<file path="src/rtl/addsub_arbiter_if.sv">
// Handshake bundle for the shared add/sub arbiter.
// Two requester channels plus one result channel.
interface addsub_arbiter_if #(
    parameter int WIDTH = 4
);
    logic             req0_valid;
    logic             req0_mode;
    logic [WIDTH-1:0] req0_a;
    logic [WIDTH-1:0] req0_b;
    logic             req0_ready;

    logic             req1_valid;
    logic             req1_mode;
    logic [WIDTH-1:0] req1_a;
    logic [WIDTH-1:0] req1_b;
    logic             req1_ready;

    logic             res_valid;
    logic             res_ready;
    logic [WIDTH-1:0] res_data;
    logic             res_ovf;
    logic             res_id;

    modport master (
        output req0_valid, req0_mode, req0_a, req0_b,
        input  req0_ready,
        output req1_valid, req1_mode, req1_a, req1_b,
        input  req1_ready,
        input  res_valid, res_data, res_ovf, res_id,
        output res_ready
    );

    modport slave (
        input  req0_valid, req0_mode, req0_a, req0_b,
        output req0_ready,
        input  req1_valid, req1_mode, req1_a, req1_b,
        output req1_ready,
        output res_valid, res_data, res_ovf, res_id,
        input  res_ready
    );
endinterface

</file>
<file path="src/rtl/addsub_arbiter.sv">
// Two-requester arbiter sharing one add/sub datapath.
// One registered result; drain and reload can share a cycle.
module addsub_arbiter #(
    parameter int WIDTH = 4
) (
    input  logic                clk,
    input  logic                rst,
    addsub_arbiter_if.slave     bus,
    output logic [7:0]          op_count
);
    localparam logic [0:0] IDLE = 1'b0;
    localparam logic [0:0] HOLD = 1'b1;
    localparam int MSB = WIDTH - 1;

    logic [0:0]       state;
    logic             last_id;
    logic [WIDTH-1:0] data_q;
    logic             ovf_q;
    logic             id_q;

    logic             can_accept;
    logic             grant0;
    logic             grant1;
    logic             ready0;
    logic             ready1;
    logic             accept;
    logic             drain;

    logic             op_mode;
    logic [WIDTH-1:0] op_a;
    logic [WIDTH-1:0] op_b;
    logic [WIDTH-1:0] result;
    logic             ovf;

    // Round-robin grant: on contention, the requester not served last wins.
    always_comb begin
        can_accept = (state == IDLE) || bus.res_ready;
        grant0 = bus.req0_valid && (!bus.req1_valid || last_id);
        grant1 = bus.req1_valid && (!bus.req0_valid || !last_id);
        ready0 = !rst && can_accept && grant0;
        ready1 = !rst && can_accept && grant1;
        accept = ready0 || ready1;
        drain  = (state == HOLD) && bus.res_ready;
    end

    // Shared datapath, operands steered from the granted requester.
    always_comb begin
        op_mode = ready1 ? bus.req1_mode : bus.req0_mode;
        op_a    = ready1 ? bus.req1_a    : bus.req0_a;
        op_b    = ready1 ? bus.req1_b    : bus.req0_b;
        if (op_mode) begin
            result = op_a - op_b;
            ovf = (op_a[MSB] != op_b[MSB]) &&
                  (result[MSB] != op_a[MSB]);
        end else begin
            result = op_a + op_b;
            ovf = (op_a[MSB] == op_b[MSB]) &&
                  (result[MSB] != op_a[MSB]);
        end
    end

    // Result register and state: load on accept, empty on drain-only.
    always_ff @(posedge clk or posedge rst) begin
        if (rst) begin
            state   <= IDLE;
            last_id <= 1'b1;
            data_q  <= '0;
            ovf_q   <= 1'b0;
            id_q    <= 1'b0;
        end else if (accept) begin
            state   <= HOLD;
            last_id <= ready1;
            data_q  <= result;
            ovf_q   <= ovf;
            id_q    <= ready1;
        end else if (drain) begin
            state   <= IDLE;
        end
    end

    // Delivered-result counter, wraps naturally at 8 bits.
    always_ff @(posedge clk or posedge rst) begin
        if (rst) begin
            op_count <= 8'd0;
        end else if (drain) begin
            op_count <= op_count + 8'd1;
        end
    end

    assign bus.req0_ready = ready0;
    assign bus.req1_ready = ready1;
    assign bus.res_valid  = (state == HOLD);
    assign bus.res_data   = data_q;
    assign bus.res_ovf    = ovf_q;
    assign bus.res_id     = id_q;
endmodule

</file>
<file path="src/flat_wrapper.sv">
// flat-port wrapper written by rule: the top's interface ports become plain ports
module addsub_arbiter_flat 
#(
    parameter int WIDTH = 4
)
  (clk, rst, op_count, bus_req0_valid, bus_req0_mode, bus_req0_a, bus_req0_b, bus_req0_ready, bus_req1_valid, bus_req1_mode, bus_req1_a, bus_req1_b, bus_req1_ready, bus_res_valid, bus_res_data, bus_res_ovf, bus_res_id, bus_res_ready);
  addsub_arbiter_if #(.WIDTH(WIDTH)) bus_i ();
  input  logic clk;
  input  logic rst;
  output logic [7:0] op_count;
  input wire logic [$bits(bus_i.req0_valid)-1:0] bus_req0_valid;
  input wire logic [$bits(bus_i.req0_mode)-1:0] bus_req0_mode;
  input wire logic [$bits(bus_i.req0_a)-1:0] bus_req0_a;
  input wire logic [$bits(bus_i.req0_b)-1:0] bus_req0_b;
  output wire logic [$bits(bus_i.req0_ready)-1:0] bus_req0_ready;
  input wire logic [$bits(bus_i.req1_valid)-1:0] bus_req1_valid;
  input wire logic [$bits(bus_i.req1_mode)-1:0] bus_req1_mode;
  input wire logic [$bits(bus_i.req1_a)-1:0] bus_req1_a;
  input wire logic [$bits(bus_i.req1_b)-1:0] bus_req1_b;
  output wire logic [$bits(bus_i.req1_ready)-1:0] bus_req1_ready;
  output wire logic [$bits(bus_i.res_valid)-1:0] bus_res_valid;
  output wire logic [$bits(bus_i.res_data)-1:0] bus_res_data;
  output wire logic [$bits(bus_i.res_ovf)-1:0] bus_res_ovf;
  output wire logic [$bits(bus_i.res_id)-1:0] bus_res_id;
  input wire logic [$bits(bus_i.res_ready)-1:0] bus_res_ready;
  assign bus_i.req0_valid = bus_req0_valid;
  assign bus_i.req0_mode = bus_req0_mode;
  assign bus_i.req0_a = bus_req0_a;
  assign bus_i.req0_b = bus_req0_b;
  assign bus_req0_ready = bus_i.req0_ready;
  assign bus_i.req1_valid = bus_req1_valid;
  assign bus_i.req1_mode = bus_req1_mode;
  assign bus_i.req1_a = bus_req1_a;
  assign bus_i.req1_b = bus_req1_b;
  assign bus_req1_ready = bus_i.req1_ready;
  assign bus_res_valid = bus_i.res_valid;
  assign bus_res_data = bus_i.res_data;
  assign bus_res_ovf = bus_i.res_ovf;
  assign bus_res_id = bus_i.res_id;
  assign bus_i.res_ready = bus_res_ready;
  addsub_arbiter #(.WIDTH(WIDTH)) u_core (.clk(clk), .rst(rst), .bus(bus_i), .op_count(op_count));
endmodule
</file>
<file path="config.mk">
export PLATFORM = sky130hd
export DESIGN_NAME = addsub_arbiter_flat
export DESIGN_NICKNAME = d
export VERILOG_FILES = /design/src/rtl/addsub_arbiter_if.sv /design/src/rtl/addsub_arbiter.sv /design/src/flat_wrapper.sv
export SDC_FILE = /design/constraint.sdc
export NUM_CORES = 1
export LEC_CHECK = 0
export BUFFER_PORTS_ARGS = -buffer_cell sky130_fd_sc_hd__buf_4
export CAP_MARGIN = 30
export CORE_AREA = 8 8 64 66
export CTS_CLUSTER_DIAMETER = 200
export DETAILED_ROUTE_END_ITERATION = 16
export DIE_AREA = 0 0 72 74
export GPL_TIMING_DRIVEN = 0
export HOLD_SLACK_MARGIN = 0.1
export SLEW_MARGIN = 5
export SYNTH_ARGS = -nofsm -noshare
export SYNTH_HDL_FRONTEND = slang
export SYNTH_SLANG_ARGS = --single-unit
</file>
<file path="constraint.sdc">
create_clock -name clk -period 3.3 [get_ports clk]
set_input_delay 0.33 -clock clk [delete_from_list [all_inputs] [get_ports clk]]
set_output_delay 0.33 -clock clk [all_outputs]
set_load 0.02 [all_outputs]
</file>
Word-level counts from Yosys, hierarchy flattened
Index checks and enable logic that the tools add are counted.
Widths: inputs -> output; s select.
{"block": "word_totals", "reg_bits": 16, "wordCells": 38, "out_inout_bits": 17, "in_bits": 23}
{"block": "op_classes", "add_sub_neg": 3, "reduce_logical": 17, "eq_ne": 4, "n_mux": 7, "bitwise": 1}
{"operator": "$mux 4", "n": 3}
{"operator": "$add 8x1->8 const B", "n": 1}
{"operator": "$logic_and 1x1->1", "n": 8}
{"operator": "$add 4x4->4", "n": 1}
{"operator": "$logic_not 1->1", "n": 4}
{"operator": "$logic_or 1x1->1", "n": 4}
{"operator": "$mux 1", "n": 4}
{"operator": "$sub 4x4->4", "n": 1}
{"operator": "$ne 1x1->1", "n": 3}
{"operator": "$reduce_bool 2->1", "n": 1}
{"operator": "$eq 1x1->1", "n": 1}
{"operator": "$not 1->1", "n": 1}

Longest topological paths before layout
Gate-level depths: netlist of run 1.
{"block": "logic_depth", "word_depth": 9, "depth_mapped": 13, "mapped_depth_nobuf": 12}

Worst setup path before layout of run 1
Ideal clock, no wire load.
{"block": "synth_timing", "kind": "register -> register", "startpoint": "register u_core.state, in the netlist u_core.bus.res_valid", "endpoint": "register u_core.ovf_q, in the netlist u_core.bus.res_ovf", "slack_ns": 0.318, "arrival_time_ns": 2.888, "required_ns": 3.206, "setup_ns": 0.094, "stages_incl_launch_ff": 13, "path_buffers": 1, "synth_period_minus_slack_ns": 2.982, "path_cell_list": "dfrtp_1 -> nor2b_2 -> or3_1 -> buf_2 -> clkinv_1 -> nand2_1 -> nand2_1 -> ha_1 -> a21o_1 -> a21o_1 -> o311a_1 -> o221a_2 -> a211oi_1"}
{"block": "synth_via", "elab_chain_len": 9, "elab_cells_between_ends": 18, "classes_between": "2 x add/sub; 4 x eq/ne; 4 x mux; 1 x bitwise; 7 x reduce/logical"}
{"item": "start, declared", "line_no": "addsub_arbiter.sv:15", "source": "logic [0:0] state;"}
{"item": "start signal, assigned", "line_no": "addsub_arbiter.sv:65", "source": "state <= IDLE;"}
{"item": "start signal, assigned", "line_no": "addsub_arbiter.sv:71", "source": "state <= HOLD;"}
{"item": "start signal, assigned", "line_no": "addsub_arbiter.sv:77", "source": "state <= IDLE;"}
{"item": "$not 1->1 *", "line_no": "addsub_arbiter.sv:37", "source": "can_accept = (state == IDLE) || bus.res_ready;"}
{"item": "$logic_or 1x1->1 *", "line_no": "addsub_arbiter.sv:37"}
{"item": "$logic_and 1x1->1 * (2 in series)", "line_no": "addsub_arbiter.sv:41", "source": "ready1 = !rst && can_accept && grant1;"}
{"item": "net bus_req1_ready", "line_no": "flat_wrapper.sv:20", "source": "output wire logic [$bits(bus_i.req1_ready)-1:0] bus_req1_ready;"}
{"item": "$mux 4 (on tied branches)", "line_no": "addsub_arbiter.sv:49, addsub_arbiter.sv:50"}
{"item": "$add 4x4->4 or $sub 4x4->4 (tied branches)", "line_no": "addsub_arbiter.sv:56, addsub_arbiter.sv:52"}
{"item": "$ne 1x1->1 (on tied branches)", "line_no": "addsub_arbiter.sv:58, addsub_arbiter.sv:54"}
{"item": "$logic_and 1x1->1 (on tied branches)", "line_no": "addsub_arbiter.sv:57, addsub_arbiter.sv:53"}
{"item": "$mux 1", "line_no": "addsub_arbiter.sv:51", "source": "if (op_mode) begin"}
{"item": "end signal, assigned", "line_no": "addsub_arbiter.sv:74", "source": "ovf_q <= ovf;"}
{"item": "end, declared", "line_no": "addsub_arbiter.sv:18", "source": "logic ovf_q;"}
Mark *: on every way through the listed nets, which the timed path passes. The rest lies on a longest branch.
A chain may end at the register's enable or synchronous reset.

Worst setup path after layout of run 1
{"block": "layout_timing", "startpoint": "register u_core.state, in the netlist u_core.bus.res_valid", "endpoint": "register u_core.ovf_q, in the netlist u_core.bus.res_ovf"}
{"block": "layout_via", "elab_chain_len": 9, "elab_cells_between_ends": 18, "classes_between": "2 x add/sub; 4 x eq/ne; 4 x mux; 1 x bitwise; 7 x reduce/logical"}
{"item": "$not 1->1 *", "line_no": "addsub_arbiter.sv:37"}
{"item": "$logic_or 1x1->1 *", "line_no": "addsub_arbiter.sv:37"}
{"item": "$logic_and 1x1->1 *", "line_no": "addsub_arbiter.sv:40, addsub_arbiter.sv:41"}
{"item": "$logic_and 1x1->1", "line_no": "addsub_arbiter.sv:41"}
{"item": "$mux 4 (on tied branches)", "line_no": "addsub_arbiter.sv:49, addsub_arbiter.sv:50"}
{"item": "$add 4x4->4 or $sub 4x4->4 (tied branches)", "line_no": "addsub_arbiter.sv:56, addsub_arbiter.sv:52"}
{"item": "$ne 1x1->1 (on tied branches)", "line_no": "addsub_arbiter.sv:58, addsub_arbiter.sv:54"}
{"item": "$logic_and 1x1->1 (on tied branches)", "line_no": "addsub_arbiter.sv:57, addsub_arbiter.sv:53"}
{"item": "$mux 1", "line_no": "addsub_arbiter.sv:51"}
Mark *: on every way between the ends. The rest lies on a longest branch, timed or not.

==> flow_metrics.py, run 1 <==
metrics = {
    "outcome": {
        "status": "finished, final reports clean",
    },
    "floorplanning": {
        "start_util": 0.366,
        "floorplan.die.height_um": 74,
        "die_area_um2": 5330,
        "core_um2": 3180,
        "ios": 40,
        "rows": 21,
        "die_w_um": 72,
    },
    "synth": {
        "synthFlopType": "dfrtp_1",
        "syn_inst": 132,
        "ys_ff_latch": 16,
        "yosysSeqAreaShare": 0.345,
        "netlist-cell-type-count": 43,
        "synth.area.top_cells": "dfrtp_1 32%, nand2_1 10%, ha_1 7.5%",
        "yosysMostFrequentCell": "nand2_1",
        "yosys_warnings": 0,
        "ys_async_sr_fraction": 1.00,
        "synth_fp_nets": 164,
        "syn_avg_cell_area_um2": 8.82,
        "yosys.area.top_type_share": 0.323,
        "yosys.area.top_type": "dfrtp_1",
        "yosys-top-cells-count": "32 x nand2_1, 15 x dfrtp_1, 10 x inv_1",
        "synth_enable_flop_cells": 0,
        "syn_area_um2": 1160,
    },
    "detailed_routing": {
        "drcViolationCount": 0,
        "wirelength_mm": 2.79,
        "vias": 1052,
        "drt_iter0_drc": 27,
        "first_pass_iters": 4,
        "ant_nets": 0,
        "vias_per_cell": 4.76,
        "wl_per_cell_um": 12.6,
    },
    "grt": {
        "grt_pass1_wl_mm": 4.84,
        "overflow": 0,
        "antenna_found_initial": 0,
        "grt_max_degree": 18,
        "track_usage": 0.111,
        "grt_pass1_vias": 1104,
    },
    "sta": {
        "worst_pin_slew_ns": 0.620,
        "tns_ns": 0,
        "timing.slew.headroom": 0.586,
        "hold_viol": 0,
        "slew_violations": 0,
        "finClkSkew_ns": 0.00340,
        "timing.final.crit_share": 0.937,
        "setup_viol": 0,
        "fin_crit_ns": 3.09,
        "whs_ns": 0.155,
        "fmax_mhz": 323,
        "rsz0062_at_grt": "no",
    },
    "cts": {
        "worstSkewPairLatency_ns": 0.28,
        "cts-resized-gates": 0,
        "cts_hold_buffers": 0,
        "clkTransAtPathRegs_ns": 0.09,
        "numCtsBuffers": 3,
        "clkSinkCount": 16,
        "cts-root-buf": "clkbuf_4",
        "cts.htree.levels": 1,
        "postCtsSetupBuffers": 0,
        "clk_path_buf_depth": 2,
        "cts_tree": "done",
    },
    "power": {
        "powerDensity_nw_per_um2": 521,
        "p_leak_nw": 0.834,
        "ir_drop_mv": 0.247,
    },
    "worst_setup_path": {
        "cp.required_ns": 3.50,
        "crit_path_start_kind": "flip-flop",
        "setup.worst_path.class": "reg -> reg",
        "crit_arrival_ns": 3.29,
        "endpoint_kind": "flip-flop",
        "crit_fanout": 10,
    },
    "run": {
        "drv_cap": 0,
    },
    "layout": {
        "nets": 208,
        "syn_to_final_growth_pct": 33.2,
        "drive_above_1_share": 0.314,
        "antennaDiodeCount": 0,
    },
    "hold_path": {
        "hp-class": "in -> async",
    },
    "placement": {
        "dp_hpwl_mm": 2.39,
        "gp_congestion": 0.815,
        "port_buffers": 39,
    },
}
==> sequential cells by signal, indices dropped and copies added (netlist names) <==
name and count:
u_core.op_count 8, u_core.bus.res_id 1, u_core.bus.res_ovf 1, u_core.bus.res_valid 1, u_core.bus.res_data 4, u_core.last_id 1
==> final cells by class <==
class                      count  area (µm²)
buffer                         3        13.8
multi-input combinational    102         707
timing repair buffer          39         293
tap                           46        57.6
fill                         323        1630
clock buffer                   4        36.3
inverter                      11        41.3
sequential                    16         402
==> critical path, stage by stage (launching register included) <==
cell and delay [ns]:
dfrtp_1 0.44, nor2b_2 0.21, or3_1 0.34, buf_2 0.16, buf_2 0.19, nand2_1 0.09
nand2_1 0.12, ha_1 0.33, a21o_1 0.21, a21o_1 0.21, o311a_1 0.30, o221a_2 0.27
a211oi_1 0.15
==> path summary, 6_finish.rpt <==
path | from | endpoint | slack, ns | cells past startpoint
setup / recovery | u_core.bus.res_valid$_DFFE_PP0P_ | u_core.bus.res_ovf$_DFFE_PP0P_ | 0.21 | 12
hold / removal | rst | u_core.bus.res_id$_DFFE_PP0P_ | 0.15 | 2
setup reg to reg | u_core.bus.res_valid$_DFFE_PP0P_ | u_core.bus.res_ovf$_DFFE_PP0P_ | 0.21 | 12
hold reg to reg | u_core.op_count[7]$_DFFE_PP0P_ | u_core.op_count[7]$_DFFE_PP0P_ | 0.47 | 1
max in group asynchronous | rst | u_core.bus.res_data[0]$_DFFE_PP0P_ | 2.74 | 2
min in group clk | bus_res_ready | u_core.bus.res_valid$_DFFE_PP0P_ | 0.37 | 3
==> routing by layer <==
layer	GRT usage	wire [µm]	vias up
met1	0.131	1240	488
met4	0.0408	27	0
li1	-	-	539
met2	0.195	1450	23
met5	0	0	-
met3	0.0216	82	2
==> per-stage QoR <==
stage	instances	utilization	power (W)	cell area (µm²)	worst slack (ns)
floorplan	132	-	0.000526	1160	0.318
global placement	217	0.476	0.000680	1510	0.249
detailed placement	217	0.476	0.000692	1510	0.199
CTS	221	0.488	0.000822	1550	0.195
global route	221	0.488	0.000869	1550	0.0606
finish	221	0.488	0.000808	1550	0.207
==> logic make-up after synthesis <==
kind of cell,Yosys count,synth area share
flops,16,0.345
xor+xnor,9,0.0677
fa+ha+maj,9,0.110
buf+inv,14,0.0473
simple gates,59,0.249
compound gates,20,0.134
mux,5,0.0462
==> power by group <==
part           internal, W  switching [W]  leakage, nW
clock            0.0000671      0.0000599       0.0210
combinational     0.000175       0.000197        0.616
sequential        0.000258      0.0000510        0.197
total             0.000500       0.000308        0.834
==> cells in the final DEF, fill, tap and decap left out, drive strengths merged, types with 4 or more instances in the layout <==
cell / count
nor2: 4
dfrtp: 15
nand2: 32
xnor2: 6
clkbuf: 5
ha: 7
inv: 10
buf: 41
and3: 5
nand3: 5
(Power assumes the default switching activity.)
==> inputs of run 2 (changes only) <==
CORE_AREA = 2 2 58 60   (was 8 8 64 66)
DIE_AREA = 0 0 60 62   (was 0 0 72 74)
==> run 2 against run 1 <==
Effect of this change: clock-buffer cell count did not move; worst setup slack improved by 0.0080 ns; utilization did not move; critical path type unchanged; largest power group unchanged.
==> flow_metrics.py, run 2 (synthesis gave the netlist of run 1 again) <==
metrics = {
    "placement": {
        "placed_cell_area_um2": 1510,
        "dp_hpwl_mm": 2.12,
        "pre_cts_slack_ns": 0.206,
        "gp_congestion": 0.878,
        "port_buffers": 39,
    },
    "sta": {
        "hold_viol": 0,
        "timing.slew.headroom": 0.598,
        "finClkSkew_ns": 0.00210,
        "setup_viol": 0,
        "fin_crit_ns": 3.08,
        "fmax_mhz": 324,
        "layout_setup_ws_ns": 0.215,
        "worst_pin_slew_ns": 0.597,
        "rsz0062_at_grt": "no",
        "tns_ns": 0,
        "timing.final.crit_share": 0.935,
        "slew_violations": 0,
    },
    "power": {
        "p_leak_nw": 0.834,
        "ir_drop_mv": 0.269,
        "powerDensity_nw_per_um2": 520,
    },
    "detailed_routing": {
        "drt_iter0_drc": 20,
        "ant_nets": 0,
        "wl_per_cell_um": 11.7,
        "vias_per_cell": 4.84,
        "wirelength_mm": 2.58,
        "drcViolationCount": 0,
        "vias": 1070,
        "first_pass_iters": 4,
    },
    "floorplanning": {
        "die_area_um2": 3720,
        "die_w_um": 60,
        "core_um2": 3180,
        "rows": 21,
        "start_util": 0.366,
        "ios": 40,
        "floorplan.die.height_um": 62,
    },
    "worst_setup_path": {
        "endpoint_kind": "flip-flop",
        "crit_fanout": 10,
        "crit_arrival_ns": 3.29,
        "setup.worst_path.class": "reg -> reg",
        "crit_chain": "nor2b_2, or3_1, buf_2, buf_2, nand2_1, nand2_1, ha_1, a21o_1, a21o_1, o311a_1, o221a_2, a211oi_1",
        "max_stage_delay_ns": 0.44,
        "cp_slowest_cell": "dfrtp_1",
        "crit_path_start_kind": "flip-flop",
        "cp.required_ns": 3.51,
        "cp_top_family": "compound AO/OA/AOI/OAI gates",
        "crit_buf_inv": 2,
    },
    "cts": {
        "cts.htree.levels": 1,
        "numCtsBuffers": 3,
        "clkTransAtPathRegs_ns": 0.09,
        "cts-resized-gates": 0,
        "clk_path_buf_depth": 2,
        "clkSinkCount": 16,
        "postCtsSetupBuffers": 0,
        "cts_hold_buffers": 0,
        "cts_tree": "done",
        "worstSkewPairLatency_ns": 0.29,
        "cts-root-buf": "clkbuf_4",
    },
    "layout": {
        "regMostFlops": "u_core.op_count",
        "fill_cells": 324,
        "antennaDiodeCount": 0,
        "final_cell_mix": "39 x buf_4, 32 x nand2_1, 15 x dfrtp_1",
        "design_area_um2": 1550,
        "seqCellArea_um2": 402,
        "syn_to_final_growth_pct": 33.2,
        "layout.cells.most_common": "buf_4",
        "nets": 208,
        "largest_reg_flops": 8,
        "multi_input_area_um2": 707,
        "drive_above_1_share": 0.314,
    },
    "grt": {
        "grt_max_degree": 18,
        "antenna_found_initial": 0,
        "grt_pass1_vias": 911,
        "track_usage": 0.143,
        "overflow": 0,
        "grt_pass1_wl_mm": 3.96,
    },
    "outcome": {
        "status": "finished, final reports clean",
    },
    "run": {
        "drv_cap": 0,
    },
    "hold_path": {
        "hp-class": "in -> async",
    },
}
run 2: worst paths after layout:
path	startpoint	endpoint	slack, ns	cells after the start
worst max register to register	u_core.bus.res_valid$_DFFE_PP0P_	u_core.bus.res_ovf$_DFFE_PP0P_	0.22	12
min in group clk	bus_res_ready	u_core.op_count[2]$_DFFE_PP0P_	0.36	3
worst min register to register	u_core.op_count[7]$_DFFE_PP0P_	u_core.op_count[7]$_DFFE_PP0P_	0.47	1
max in group asynchronous	rst	u_core.bus.res_data[2]$_DFFE_PP0P_	2.77	2
worst max-delay path	u_core.bus.res_valid$_DFFE_PP0P_	u_core.bus.res_ovf$_DFFE_PP0P_	0.22	12
worst min-delay path	rst	u_core.bus.res_ovf$_DFFE_PP0P_	0.14	2
run 2: layout make-up:
type | instances | share of cell area
Buffer | 3 | 0.00888
Clock buffer | 4 | 0.0234
Inverter | 11 | 0.0266
Multi-Input combinational cell | 102 | 0.456
Sequential cell | 16 | 0.259
Tap cell | 46 | 0.0371
Timing Repair Buffer | 39 | 0.189
run 2: power by group:
part           leakage [nW]  switching (W)  internal (W)
combinational         0.616       0.000194      0.000175
sequential            0.197      0.0000500      0.000258
clock                0.0210      0.0000618     0.0000672
run 2: metal layers:
| metal | vias to the layer above | global-route usage | routed length [µm] |
|---|---|---|---|
| met5 | - | 0 | 0 |
| met4 | 0 | 0.0508 | 27 |
| met3 | 2 | 0.0414 | 144 |
| met2 | 31 | 0.238 | 1250 |
| met1 | 494 | 0.177 | 1160 |
| li1 | 543 | - | - |
run 2: metrics by stage:
step | utilization | total power [W] | hold WS (ns) | instances
global placement | 0.476 | 0.000675 | 0.459 | 217
finish | 0.488 | 0.000805 | 0.140 | 221
global route | 0.488 | 0.000861 | 0.192 | 221
CTS | 0.488 | 0.000815 | 0.159 | 221
detailed placement | 0.476 | 0.000685 | 0.464 | 217
floorplan | - | 0.000526 | 0.251 | 132
==> inputs of run 3 (changes only) <==
ABC_AREA = 1   (was default)
CORE_AREA = 2 2 59 61   (was 2 2 58 60)
DIE_AREA = 0 0 61 63   (was 0 0 60 62)
GPL_TIMING_DRIVEN = 1   (was 0)
==> run 3 against run 2 <==
Effect of this change: critical path depth increased by 3; utilization grew 0.37 points; combinational power increased by 22%; register-to-register slack improved by 0.58 ns; clock-buffer cell count unchanged; synthesized cell count increased by 17%; area after synthesis rose by 2.8%; power grew 14%; design area increased by 2.4%; highest routed layer unchanged.
==> flow_metrics.py, run 3 <==
metrics = {
    "outcome": {
        "status": "finished, final reports clean",
    },
    "power": {
        "ir_drop_mv": 0.170,
        "intPower_w": 0.000535,
        "clock_power_share": 0.140,
        "switching_share": 0.417,
        "pwr-share-seq": 0.369,
        "power.switching_w": 0.000382,
        "p_leak_nw": 0.911,
        "pwr-share-comb": 0.490,
        "powerDensity_nw_per_um2": 578,
    },
    "detailed_routing": {
        "ant_nets": 0,
        "vias": 1073,
        "wl_per_cell_um": 10.1,
        "first_pass_iters": 3,
        "drcViolationCount": 0,
        "wirelength_mm": 2.46,
        "drt_iter0_drc": 16,
        "vias_per_cell": 4.42,
    },
    "worst_setup_path": {
        "cp.required_ns": 3.48,
        "crit_path_start_kind": "input port",
        "endpoint_kind": "flip-flop",
        "setup.worst_path.class": "in -> reg",
        "crit_arrival_ns": 2.89,
        "crit_fanout": 17,
    },
    "sta": {
        "timing.final.crit_share": 0.821,
        "setup_viol": 0,
        "layout_setup_ws_ns": 0.592,
        "whs_ns": 0.343,
        "worst_pin_slew_ns": 0.489,
        "finClkSkew_ns": 0.00424,
        "rsz0062_at_grt": "no",
        "timing.slew.headroom": 0.671,
        "slew_violations": 0,
        "hold_viol": 0,
        "tns_ns": 0,
        "fin_crit_ns": 2.71,
        "fmax_mhz": 369,
    },
    "synth": {
        "yosys-top-cells-count": "45 x nand2_1, 24 x inv_1, 15 x dfrtp_1",
        "synthFlopType": "dfrtp_1",
        "synth.area.top_cells": "dfrtp_1 31%, nand2_1 14%, inv_1 7.5%",
        "syn_avg_cell_area_um2": 7.77,
        "ys_async_sr_fraction": 1.00,
        "synth_enable_flop_cells": 0,
        "yosys.area.top_type_share": 0.314,
        "ys_ff_latch": 16,
        "syn_inst": 154,
        "yosysMostFrequentCell": "nand2_1",
        "yosys_warnings": 0,
        "syn_area_um2": 1200,
        "yosysSeqAreaShare": 0.336,
        "yosys.area.top_type": "dfrtp_1",
        "synth_fp_nets": 186,
        "netlist-cell-type-count": 26,
    },
    "cts": {
        "cts-resized-gates": 0,
        "clkTransAtPathRegs_ns": 0.10,
        "cts_tree": "done",
        "cts.htree.levels": 1,
        "clk_path_buf_depth": 2,
        "clkSinkCount": 16,
        "cts-root-buf": "clkbuf_4",
        "worstSkewPairLatency_ns": 0.28,
        "numCtsBuffers": 3,
    },
    "layout": {
        "antennaDiodeCount": 0,
        "final_cell_mix": "45 x nand2_1, 39 x buf_4, 24 x inv_1",
        "drive_above_1_share": 0.325,
        "regMostFlops": "u_core.op_count",
        "fill_cells": 334,
        "design_area_um2": 1590,
        "nets": 230,
        "layout.cells.most_common": "nand2_1",
        "syn_to_final_growth_pct": 32.7,
        "final_cells": 243,
        "largest_reg_flops": 8,
    },
    "floorplanning": {
        "start_util": 0.370,
        "die_w_um": 61,
        "ios": 40,
        "core_um2": 3230,
        "rows": 21,
        "die_area_um2": 3840,
        "floorplan.die.height_um": 63,
    },
    "placement": {
        "dpl.cell_count": 238,
        "port_buffers": 39,
        "pre_cts_slack_ns": 0.752,
        "dp_hpwl_mm": 2.14,
        "gp_congestion": 0.756,
        "placed_cell_area_um2": 1540,
    },
    "hold_path": {
        "hp-class": "in -> reg",
    },
    "grt": {
        "overflow": 0,
        "grt_pass1_wl_mm": 4.15,
        "track_usage": 0.138,
        "antenna_found_initial": 0,
        "grt_max_degree": 18,
        "grt_pass1_vias": 1027,
    },
    "run": {
        "drv_cap": 0,
    },
}
run 3: cell count changes after synthesis, moves of 3 or more:
cell      delta
inv_1       +14
nand2_1     +13
nand2_2      +7
inv_2        +5
nand3_1      +5
and3_1       -4
a211oi_1     -3
mux2_2       -3
nand2_4      +3
o21ai_0      +3
run 3: final cells by class:
type | instances | area (µm²) | area share
multi-input cells | 108 | 681 | 0.429
flip-flops and latches | 16 | 402 | 0.253
repair buffers | 40 | 303 | 0.191
inverters | 29 | 109 | 0.0686
well taps | 46 | 57.6 | 0.0362
clock buffers | 4 | 36.3 | 0.0229
run 3: layer usage:
layer	global-route usage	wire length [µm]	up-vias	share of wire
li1	-	-	559	-
met1	0.160	1070	479	0.43
met2	0.249	1240	33	0.50
met3	0.0124	131	2	0.053
met4	0.0571	23	0	0.0093
met5	0	0	-	0
run 3: path summary, 6_finish.rpt:
check	slack [ns]	depth (start not counted)	to	startpoint
max in group asynchronous	2.39	3	u_core.last_id$_DFFE_PP1P_	rst
worst max register to register	0.80	13	u_core.bus.res_data[3]$_DFFE_PP0P_	u_core.bus.res_valid$_DFFE_PP0P_
worst max-delay path	0.59	15	u_core.bus.res_data[3]$_DFFE_PP0P_	rst
worst min-delay path	0.34	4	u_core.bus.res_valid$_DFFE_PP0P_	bus_res_ready
worst min register to register	0.50	2	u_core.bus.res_id$_DFFE_PP0P_	u_core.bus.res_id$_DFFE_PP0P_
min in group asynchronous	0.60	3	u_core.bus.res_valid$_DFFE_PP0P_	rst
run 3: repair_timing:
action | 4_1_cts | 5_1_grt
endpoints found under the hold margin | 15 | 0
setup buffers | 0 | 0
hold buffers | 1 | 0
run 3: critical path, stage by stage:
cell	delay [ns]
dlygate4sd3_1	0.54
buf_4	0.15
a21oi_4	0.17
nand2_4	0.14
o21ai_0	0.44
inv_1	0.16
ha_1	0.23
nand2_1	0.06
nand2_1	0.05
a31oi_1	0.23
inv_1	0.09
nand3_1	0.09
nand3_1	0.08
nand3_1	0.09
nand2_1	0.05
run 3: through the flow:
stage | util | total power (W)
after global placement | 0.477 | 0.000786
after CTS | 0.491 | 0.000930
final | 0.491 | 0.000918
after global routing | 0.491 | 0.000995
after floorplan | - | 0.000617
after detailed placement | 0.477 | 0.000799
run 3: power groups by stage:
stage / combinational [W] / sequential (W) / clock [W]
5_1_grt: 0.000504 / 0.000353 / 0.000138
3_5_place_dp: 0.000454 / 0.000345 / 0
2_1_floorplan: 0.000201 / 0.000415 / 0
3_3_place_gp: 0.000448 / 0.000338 / 0
4_1_cts: 0.000457 / 0.000341 / 0.000132
6_report: 0.000450 / 0.000339 / 0.000129
run 3: kinds of logic after synthesis:
| logic type | share of synthesized area |
|---|---|
| and+or+nand+nor | 0.302 |
| buffers and inverters | 0.0952 |
| DFF | 0.336 |
| AOI/OAI and AO/OA | 0.0868 |
| xor gates and xnor gates | 0.0732 |
| adders and majority gates | 0.107 |
